<file path="config.mk">
export PLATFORM = sky130hd
export DESIGN_NAME = ddr2_controller_dmaster_b2p_flat
export DESIGN_NICKNAME = d
export VERILOG_FILES = /design/src/rtl/ddr2_controller_dmaster_b2p_if.sv /design/src/rtl/ddr2_controller_dmaster_b2p.sv /design/src/flat_wrapper.sv
export SDC_FILE = /design/constraint.sdc
export NUM_CORES = 1
export LEC_CHECK = 0
export BUFFER_PORTS_ARGS = -buffer_cell sky130_fd_sc_hd__clkbuf_2
export CAP_MARGIN = 40
export CORE_MARGIN = 4
export CORE_UTILIZATION = 42
export DETAILED_ROUTE_END_ITERATION = 16
export GPL_TIMING_DRIVEN = 0
export PLACE_DENSITY = 0.67
export SLEW_MARGIN = 10
export SYNTH_ARGS = -nofsm -noshare
export SYNTH_HDL_FRONTEND = slang
export SYNTH_SLANG_ARGS = --single-unit
</file>
<file path="constraint.sdc">
create_clock -name clk -period 2.22 [get_ports clk]
set_clock_uncertainty 0.15 [all_clocks]
set_input_delay 0.111 -clock clk [delete_from_list [all_inputs] [get_ports clk]]
set_output_delay 0.111 -clock clk [all_outputs]
set_load 0.05 [all_outputs]
</file>
<file path="src/rtl/ddr2_controller_dmaster_b2p_if.sv">
// Byte-in / packet-out handshake bundle for the debug master bytes-to-packets decoder.
// The decoder uses the slave modport; the driving side (adapter or bench) uses master.
interface ddr2_controller_dmaster_b2p_if #(
  parameter int unsigned CHANNEL_WIDTH = 8
);
  logic                     in_valid;
  logic [7:0]               in_data;
  logic                     in_ready;
  logic                     out_valid;
  logic [7:0]               out_data;
  logic                     out_startofpacket;
  logic                     out_endofpacket;
  logic [CHANNEL_WIDTH-1:0] out_channel;
  logic                     out_ready;

  modport slave (
    input  in_valid, in_data, out_ready,
    output in_ready, out_valid, out_data, out_startofpacket, out_endofpacket, out_channel
  );

  modport master (
    output in_valid, in_data, out_ready,
    input  in_ready, out_valid, out_data, out_startofpacket, out_endofpacket, out_channel
  );
endinterface

</file>
<file path="src/rtl/ddr2_controller_dmaster_b2p.sv">
// Avalon-ST bytes-to-packets decoder: strips 0x7A-0x7D control characters from the byte
// stream and emits data bytes with SOP/EOP/channel sideband through one register stage.
module ddr2_controller_dmaster_b2p #(
  parameter int unsigned CHANNEL_WIDTH = 8
) (
  input logic                          clk,
  input logic                          reset_n,
  ddr2_controller_dmaster_b2p_if.slave bus
);

  logic                     out_valid_q;
  logic [7:0]               out_data_q;
  logic                     out_sop_q;
  logic                     out_eop_q;
  logic [CHANNEL_WIDTH-1:0] out_channel_q;
  logic                     sop_pend_q;
  logic                     eop_pend_q;
  logic                     esc_pend_q;
  logic                     chan_pend_q;

  logic       in_ready;
  logic       accept;
  logic       is_ctrl;
  logic [7:0] value;

  assign in_ready = !out_valid_q || bus.out_ready;
  assign accept   = bus.in_valid && in_ready;
  assign value    = esc_pend_q ? (bus.in_data ^ 8'h20) : bus.in_data;
  // An escaped byte is never a control character, even if it decodes to one.
  assign is_ctrl  = !esc_pend_q && (bus.in_data inside {[8'h7a:8'h7d]});

  always_ff @(posedge clk or negedge reset_n) begin
    if (!reset_n) begin
      out_valid_q   <= 1'b0;
      out_data_q    <= 8'h00;
      out_sop_q     <= 1'b0;
      out_eop_q     <= 1'b0;
      out_channel_q <= '0;
      sop_pend_q    <= 1'b0;
      eop_pend_q    <= 1'b0;
      esc_pend_q    <= 1'b0;
      chan_pend_q   <= 1'b0;
    end else begin
      if (out_valid_q && bus.out_ready) begin
        out_valid_q <= 1'b0;
      end
      if (accept) begin
        if (is_ctrl) begin
          case (bus.in_data)
            8'h7a: begin
              sop_pend_q  <= 1'b1;
              chan_pend_q <= 1'b0;
            end
            8'h7b: begin
              eop_pend_q  <= 1'b1;
              chan_pend_q <= 1'b0;
            end
            8'h7c:   chan_pend_q <= 1'b1;
            default: esc_pend_q  <= 1'b1;
          endcase
        end else begin
          esc_pend_q <= 1'b0;
          if (chan_pend_q) begin
            out_channel_q <= value[CHANNEL_WIDTH-1:0];
            chan_pend_q   <= 1'b0;
          end else begin
            out_valid_q <= 1'b1;
            out_data_q  <= value;
            out_sop_q   <= sop_pend_q;
            out_eop_q   <= eop_pend_q;
            sop_pend_q  <= 1'b0;
            eop_pend_q  <= 1'b0;
          end
        end
      end
    end
  end

  assign bus.in_ready          = in_ready;
  assign bus.out_valid         = out_valid_q;
  assign bus.out_data          = out_data_q;
  assign bus.out_startofpacket = out_sop_q;
  assign bus.out_endofpacket   = out_eop_q;
  assign bus.out_channel       = out_channel_q;

endmodule

</file>
<file path="src/flat_wrapper.sv">
// flat-port wrapper written by rule: the top's interface ports become plain ports
module ddr2_controller_dmaster_b2p_flat 
#(
  parameter int unsigned CHANNEL_WIDTH = 8
)
  (clk, reset_n, bus_in_valid, bus_in_data, bus_out_ready, bus_in_ready, bus_out_valid, bus_out_data, bus_out_startofpacket, bus_out_endofpacket, bus_out_channel);
  ddr2_controller_dmaster_b2p_if #(.CHANNEL_WIDTH(CHANNEL_WIDTH)) bus_i ();
  input logic clk;
  input logic reset_n;
  input wire logic [$bits(bus_i.in_valid)-1:0] bus_in_valid;
  input wire logic [$bits(bus_i.in_data)-1:0] bus_in_data;
  input wire logic [$bits(bus_i.out_ready)-1:0] bus_out_ready;
  output wire logic [$bits(bus_i.in_ready)-1:0] bus_in_ready;
  output wire logic [$bits(bus_i.out_valid)-1:0] bus_out_valid;
  output wire logic [$bits(bus_i.out_data)-1:0] bus_out_data;
  output wire logic [$bits(bus_i.out_startofpacket)-1:0] bus_out_startofpacket;
  output wire logic [$bits(bus_i.out_endofpacket)-1:0] bus_out_endofpacket;
  output wire logic [$bits(bus_i.out_channel)-1:0] bus_out_channel;
  assign bus_i.in_valid = bus_in_valid;
  assign bus_i.in_data = bus_in_data;
  assign bus_i.out_ready = bus_out_ready;
  assign bus_in_ready = bus_i.in_ready;
  assign bus_out_valid = bus_i.out_valid;
  assign bus_out_data = bus_i.out_data;
  assign bus_out_startofpacket = bus_i.out_startofpacket;
  assign bus_out_endofpacket = bus_i.out_endofpacket;
  assign bus_out_channel = bus_i.out_channel;
  ddr2_controller_dmaster_b2p #(.CHANNEL_WIDTH(CHANNEL_WIDTH)) u_core (.clk(clk), .reset_n(reset_n), .bus(bus_i));
endmodule
</file>
==> results of run 1 <==
-- power breakdown --
part           total [mW]  switching (mW)  internal, mW  leakage, nW
registers           0.563          0.0507         0.513        0.279
clock network       0.193           0.126        0.0672       0.0177
logic               0.646           0.465         0.181        0.361
-- cells by family after synthesis --
| kind of cell | synth area share [%] |
|---|---|
| simple gates | 10.4 |
| mux | 12.7 |
| buf+inv | 3.66 |
| flops | 54.2 |
| xor+xnor | 0.826 |
| compound gates | 18.2 |
-- per-stage QoR --
stage | utilization (%) | hold slack, ns | power, mW | instances | instance area, µm²
final | 60.3 | 0.0448 | 1.40 | 151 | 1390
after global routing | 60.3 | 0.0573 | 1.48 | 151 | 1390
after CTS | 59.7 | 0.0492 | 1.41 | 150 | 1370
after detailed placement | 54.6 | -0.0233 | 1.21 | 137 | 1250
after global placement | 54.6 | -0.0256 | 1.20 | 137 | 1250
after floorplan | - | -0.335 | 1.05 | 78 | 1060
-- metal layers --
layer	wire length (µm)	up-vias	GRT usage, %
met5	0	-	0
met4	17	0	3.97
met1	981	350	19.4
li1	-	384	-
met2	1040	27	23.8
met3	141	2	2.23
-- how the worst max path moves through the flow --
stage                    startpoint                   endpoint  slack [ns]  cells past startpoint
5_1_grt              bus_in_data[7]       u_core.bus.out_valid        0.05                      8
6_report             bus_in_data[7]       u_core.bus.out_valid        0.15                      8
4_1_cts              bus_in_data[7]       u_core.bus.out_valid        0.11                      8
2_1_floorplan  u_core.bus.out_valid  u_core.bus.out_channel[2]        0.12                      4
3_3_place_gp      u_core.esc_pend_q     u_core.bus.out_data[2]        0.36                      6
3_5_place_dp      u_core.esc_pend_q     u_core.bus.out_data[1]        0.32                      6
-- worst max-delay path, stage by stage --
cell and delay, ns:
dlygate4sd3_1 0.53, clkbuf_2 0.15, nor4bb_2 0.28, buf_4 0.17
nand3_4 0.10, nor2_1 0.11, o21ai_0 0.10, dlygate4sd3_1 0.56
-- synthesized netlist by cell type, types with 2 or more instances --
cell type / count
mux2_4: 6
dfrtp_1: 23
mux2_1: 2
o21a_1: 2
o22a_1: 7
nand2b_1: 5
nor2_1: 4
mux2_2: 2
a31oi_1: 4
inv_1: 3
nand2_1: 2
-- cell type report --
cell class                 count  share of cell area (%)
multi-input combinational     50                    32.9
clock buffer                   3                    1.63
tap                           28                    2.53
sequential                    23                    41.6
clock inverter                 1                   0.361
inverter                       3                   0.813
timing repair buffer          41                    18.2
buffer                         2                    1.99
-- cells in the final DEF, fill, tap and decap left out --
cell / instances
nor4_1: 1
xor2_1: 1
nor2b_1: 1
o2bb2ai_1: 1
o21bai_4: 1
buf_12: 1
nor2_1: 4
nand2b_1: 4
clkinv_2: 1
nand2_1: 2
buf_4: 2
nand4_1: 1
nor3_1: 1
o21a_1: 2
nor4bb_2: 1
mux2_2: 2
o31ai_1: 1
o22a_1: 7
a21oi_1: 1
mux2_1: 2
a31oi_1: 4
nand3_4: 1
dfrtp_1: 23
nand2b_2: 1
o22ai_2: 1
nand3_1: 1
dlygate4sd3_1: 9
mux2_4: 6
a41oi_4: 1
clkbuf_4: 3
clkbuf_2: 31
o21ai_0: 1
o22ai_1: 1
inv_1: 3
-- timing repair --
item	4_1_cts	5_1_grt
buffers inserted	0	1
hold buffers	9	0
setup endpoints to repair	0	1
resized for setup	0	1
hold endpoints to repair	36	0
-- registers in the layout, indices dropped and copies added (netlist names) --
signal,flops
u_core.bus.out_channel,8
u_core.bus.out_endofpacket,1
u_core.esc_pend_q,1
u_core.sop_pend_q,1
u_core.bus.out_data,8
u_core.eop_pend_q,1
u_core.bus.out_valid,1
u_core.chan_pend_q,1
u_core.bus.out_startofpacket,1
==> out/results.txt, run 1 <==
outcome: finished clean
data required time of the worst path: 2.27 ns
initial antenna violation count: 0
Worst setup SP type: input port
Avg WL per Cell: 14.4 µm
sequential share of the synthesized area: 54.2%
Max-Slew Margin vs Limit: 62.6%
Detail Route Antenna Nets: 0
Distinct cells, synth: 29
Crit Reg-Reg Endpoint: u_core.bus.out_valid
Hold Path Depth: 2
Leak: 0.658 nW
Max Cap Viol: 0
Netlist Area Pre-Place: 1060 µm²
Tightest Hold Check Type: input port to flip-flop
Max Fanout on Critical Path: 5
Hold Path End: u_core.bus.out_channel[6]
largest net degree at the start of global routing: 24
Post-DP HPWL: 1590 µm
final setup TNS: 0 ns
final net count: 136
total wire length: 2180 µm
r2r setup slk: 0.22 ns
CTS clock-pin slew for the worst setup and hold paths: 0.12 ns
async set-reset flop share out of synthesis: 100%
DRT Pass-1 Iters: 4
Sequential Area: 576 µm²
die area: 3390 µm²
Syn Area/Cell: 13.6 µm²
Main synth FF type: dfrtp_1
TritonCTS clock tree: yes
total gr overflow: 0
worst slew pin tran: 0.561 ns
Longest Clk Path Bufs: 2
num ports: 32
Fillers: 199
part of the cycle the worst path needs: 93.2%
vias per cell: 5.05
Fmax achieved: 0.483 GHz
antenna cells: 0
Post-synth EDFFs: 0
Iter 0 DRT Violations: 10
pre-CTS setup slack: 0.325 ns
Syn Inst Count: 78
htree depth: 1
Arrival @ worst endpoint: 2.12 ns
gpl congestion: 0.769
#FFs+latches synth: 23
first-pass GRT wire length: 3760 µm
number of slew-limit violations in the final report: 0
Final Critical Period: 2.07 ns
count of final setup violators: 0
IO Port Bufs: 31
area grow syn2layout: 30.5%
row count: 17
leading area contributor after synthesis: dfrtp_1
min-delay src: bus_in_data[6]
DR DRC count: 0
RSZ-0062 raised after global routing: no
worst skew pair latency: 0.31 ns
Chip Height: 58.3 µm
synth warn: 0
multi-input logic area: 455 µm²
Synth top area share: 54.2%
Worst R2R Path Depth: 6
total global-route track usage: 14.4%
initial core utilization: 46.2%
Setup crit end kind: flip-flop
top cells by area, synth: dfrtp_1 (54%), mux2_4 (8.5%), o22a_1 (5.8%)
worst reg2reg path startpoint: u_core.esc_pend_q
share of cells above drive strength 1: 42.3%
critical path class: input port to flip-flop
vias in the first global route: 828
vias after detailed routing: 763
number of clock sinks: 23
TritonCTS buffer count: 3
worst ir drop on vdd: 760 µV
PD cells: 1010 nW/µm²
die width: 58.3 µm
Final Worst Setup Slack: 0.151 ns
Final Hold Viols: 0
Mapped Nets: 90
root buf cell: clkbuf_4
placeable core area: 2300 µm²
Note: power is estimated with default switching activity, not from simulation.
==> inputs of run 2 (changes only) <==
- BUFFER_PORTS_ARGS: -buffer_cell sky130_fd_sc_hd__clkbuf_2 -> unset
- DONT_BUFFER_PORTS: unset -> 1
- PLACE_DENSITY: 0.67 -> unset
==> run 2 against run 1 <==
Net effect:
- core utilization shrank 5.1 points
- highest routed layer unchanged
- clock power shrank 3%
- global-route usage is 0.15 points lower
==> out/results.txt, run 2 (synthesis gave the netlist of run 1 again) <==
outcome: finished clean
htree depth: 1 (unchanged)
largest net degree at the start of global routing: 24 (unchanged)
share of cells above drive strength 1: 22.1% (-20 points)
IO Port Bufs: 0 (-100%)
multi-input logic area: 454 µm² (-0.27%)
Post-DP HPWL: 1490 µm (-5.8%)
row count: 17 (unchanged)
gpl congestion: 0.754 (-2.0%)
total global-route track usage: 14.2% (-0.15 points)
area grow syn2layout: 19.5%
initial core utilization: 46.2% (unchanged)
fin cells: 123 (-19%)
Sw Ratio: 46.9% (+1.2 points)
final net count: 108 (-21%)
RSZ-0062 raised after global routing: no
Final Critical Period: 2.10 ns (+0.0268 ns)
Logic pwr share: 15.9% (-30 points)
power share of the sequential group: 69.6% (+29 points)
die area: 3390 µm² (unchanged)
num ports: 32 (unchanged)
Max Cap Viol: 0 (unchanged)
commonest non-fill, non-tap cell in the layout: dfrtp_1
critical path class: flip-flop to flip-flop
Final Worst Setup Slack: 0.124 ns (-0.0268 ns)
clock share of power: 14.4% (+0.6 points)
Arrival @ worst endpoint: 2.15 ns (+0.03 ns)
Max Fanout on Critical Path: 7 (+2)
Setup crit end kind: flip-flop
Iter 0 DRT Violations: 10 (unchanged)
CTS clock-pin slew for the worst setup and hold paths: 0.12 ns (about the same)
Sequential Area: 577 µm² (+0.22%)
Cells after DPL: 106 (-23%)
number of clock sinks: 23 (unchanged)
first-pass GRT wire length: 3640 µm (-3.1%)
worst slew pin tran: 0.493 ns (-0.0680 ns)
count of final setup violators: 0 (unchanged)
internal power: 692 µW (-9.0%)
vias in the first global route: 753 (-9.1%)
total gr overflow: 0 (unchanged)
worst ir drop on vdd: 668 µV (-12%)
worst skew pair latency: 0.30 ns (about the same)
antenna cells: 0 (unchanged)
most frequent cells in the layout: dfrtp_1 (22), dlygate4sd3_1 (12), o22a_1 (7)
final hold slack: 0.0468 ns (+0.00194 ns)
placeable core area: 2300 µm² (unchanged)
Final Hold Viols: 0 (unchanged)
vias after detailed routing: 705 (-7.6%)
DR DRC count: 0 (unchanged)
total wire length: 2160 µm (-0.78%)
Leak: 0.548 nW (-17%)
part of the cycle the worst path needs: 94.4% (+1.2 points)
root buf cell: clkbuf_4
die width: 58.3 µm (unchanged)
Final Core Density: 55.2% (-5.1 points)
Fillers: 194 (-2.5%)
Fmax achieved: 0.477 GHz (-1.3%)
Chip Height: 58.3 µm (unchanged)
Psw: 612 µW (-4.7%)
post-CTS setup buffer count: 0 (unchanged)
total chip power: 1.30 mW (-7.0%)
Longest Clk Path Bufs: 2 (unchanged)
PD cells: 1030 nW/µm² (+1.6%)
number of slew-limit violations in the final report: 0 (unchanged)
vias per cell: 5.73 (+13%)
pre-CTS setup slack: -0.0916 ns (-0.416 ns)
Worst setup SP type: flip-flop
data required time of the worst path: 2.27 ns (about the same)
TritonCTS clock tree: yes
Tightest Hold Check Type: input port to flip-flop
TritonCTS buffer count: 3 (unchanged)
DRT Pass-1 Iters: 4 (unchanged)
Detail Route Antenna Nets: 0 (unchanged)
Max-Slew Margin vs Limit: 67.1% (+4.5 points)
Avg WL per Cell: 17.6 µm (+22%)
initial antenna violation count: 0 (unchanged)
run 2: cell types whose count changed in the layout (fill, tap and decap cells not counted), sizes merged:
cell and delta:
dlygate4sd3 +3, clkbuf -31
run 2: layout make-up:
class	count	area share, %
clock inverters	1	0.395
inverters	3	0.888
clock buffers	3	1.78
plain buffers	2	2.17
flip-flops and latches	23	45.5
repair buffers	13	10.7
multi-input cells	50	35.8
well taps	28	2.76
run 2: power by group through the flow:
stage,Sequential [mW],Combinational (mW),Clock [mW]
6_report,0.908,0.208,0.188
5_1_grt,0.922,0.230,0.224
4_1_cts,0.911,0.206,0.201
3_5_place_dp,0.918,0.172,0
3_3_place_gp,0.917,0.167,0
2_1_floorplan,0.897,0.152,0
run 2: metal layers:
| layer | track usage, % | vias up | wire (µm) |
|---|---|---|---|
| li1 | - | 327 | - |
| met1 | 18.5 | 351 | 941 |
| met2 | 21.9 | 23 | 1030 |
| met3 | 4.23 | 4 | 161 |
| met4 | 5.96 | 0 | 25 |
| met5 | 0 | - | 0 |
run 2: repair_timing:
item / 4_1_cts / 5_1_grt
endpoints found under the setup margin: 10 / 4
hold buffers: 11 / 1
resized for setup: 1 / 1
hold endpoints to repair: 44 / 5
run 2: worst max-delay path, stage by stage, from the launching register on:
cell	delay, ns
dfrtp_2	0.54
nand2b_4	0.23
nand3_1	0.30
a41oi_4	0.40
mux2_2	0.37
run 2: through the flow:
stage | cell area, µm² | setup TNS [ns]
after floorplan | 1060 | 0
after global placement | 1100 | -0.269
after detailed placement | 1100 | -0.332
after CTS | 1240 | 0
after global routing | 1270 | 0
final | 1270 | 0
run 2: worst paths after layout:
kind                                      start                            to  slack (ns)  cells past startpoint
hold reg to reg               u_core.sop_pend_q             u_core.sop_pend_q        0.36                      1
setup / recovery           u_core.bus.out_valid     u_core.bus.out_channel[2]        0.12                      4
max in group asynchronous               reset_n        u_core.bus.out_data[6]        0.99                      3
min in group asynchronous               reset_n  u_core.bus.out_startofpacket        0.50                      2
hold / removal                   bus_in_data[1]             u_core.sop_pend_q        0.05                      3
setup reg to reg           u_core.bus.out_valid     u_core.bus.out_channel[2]        0.12                      4
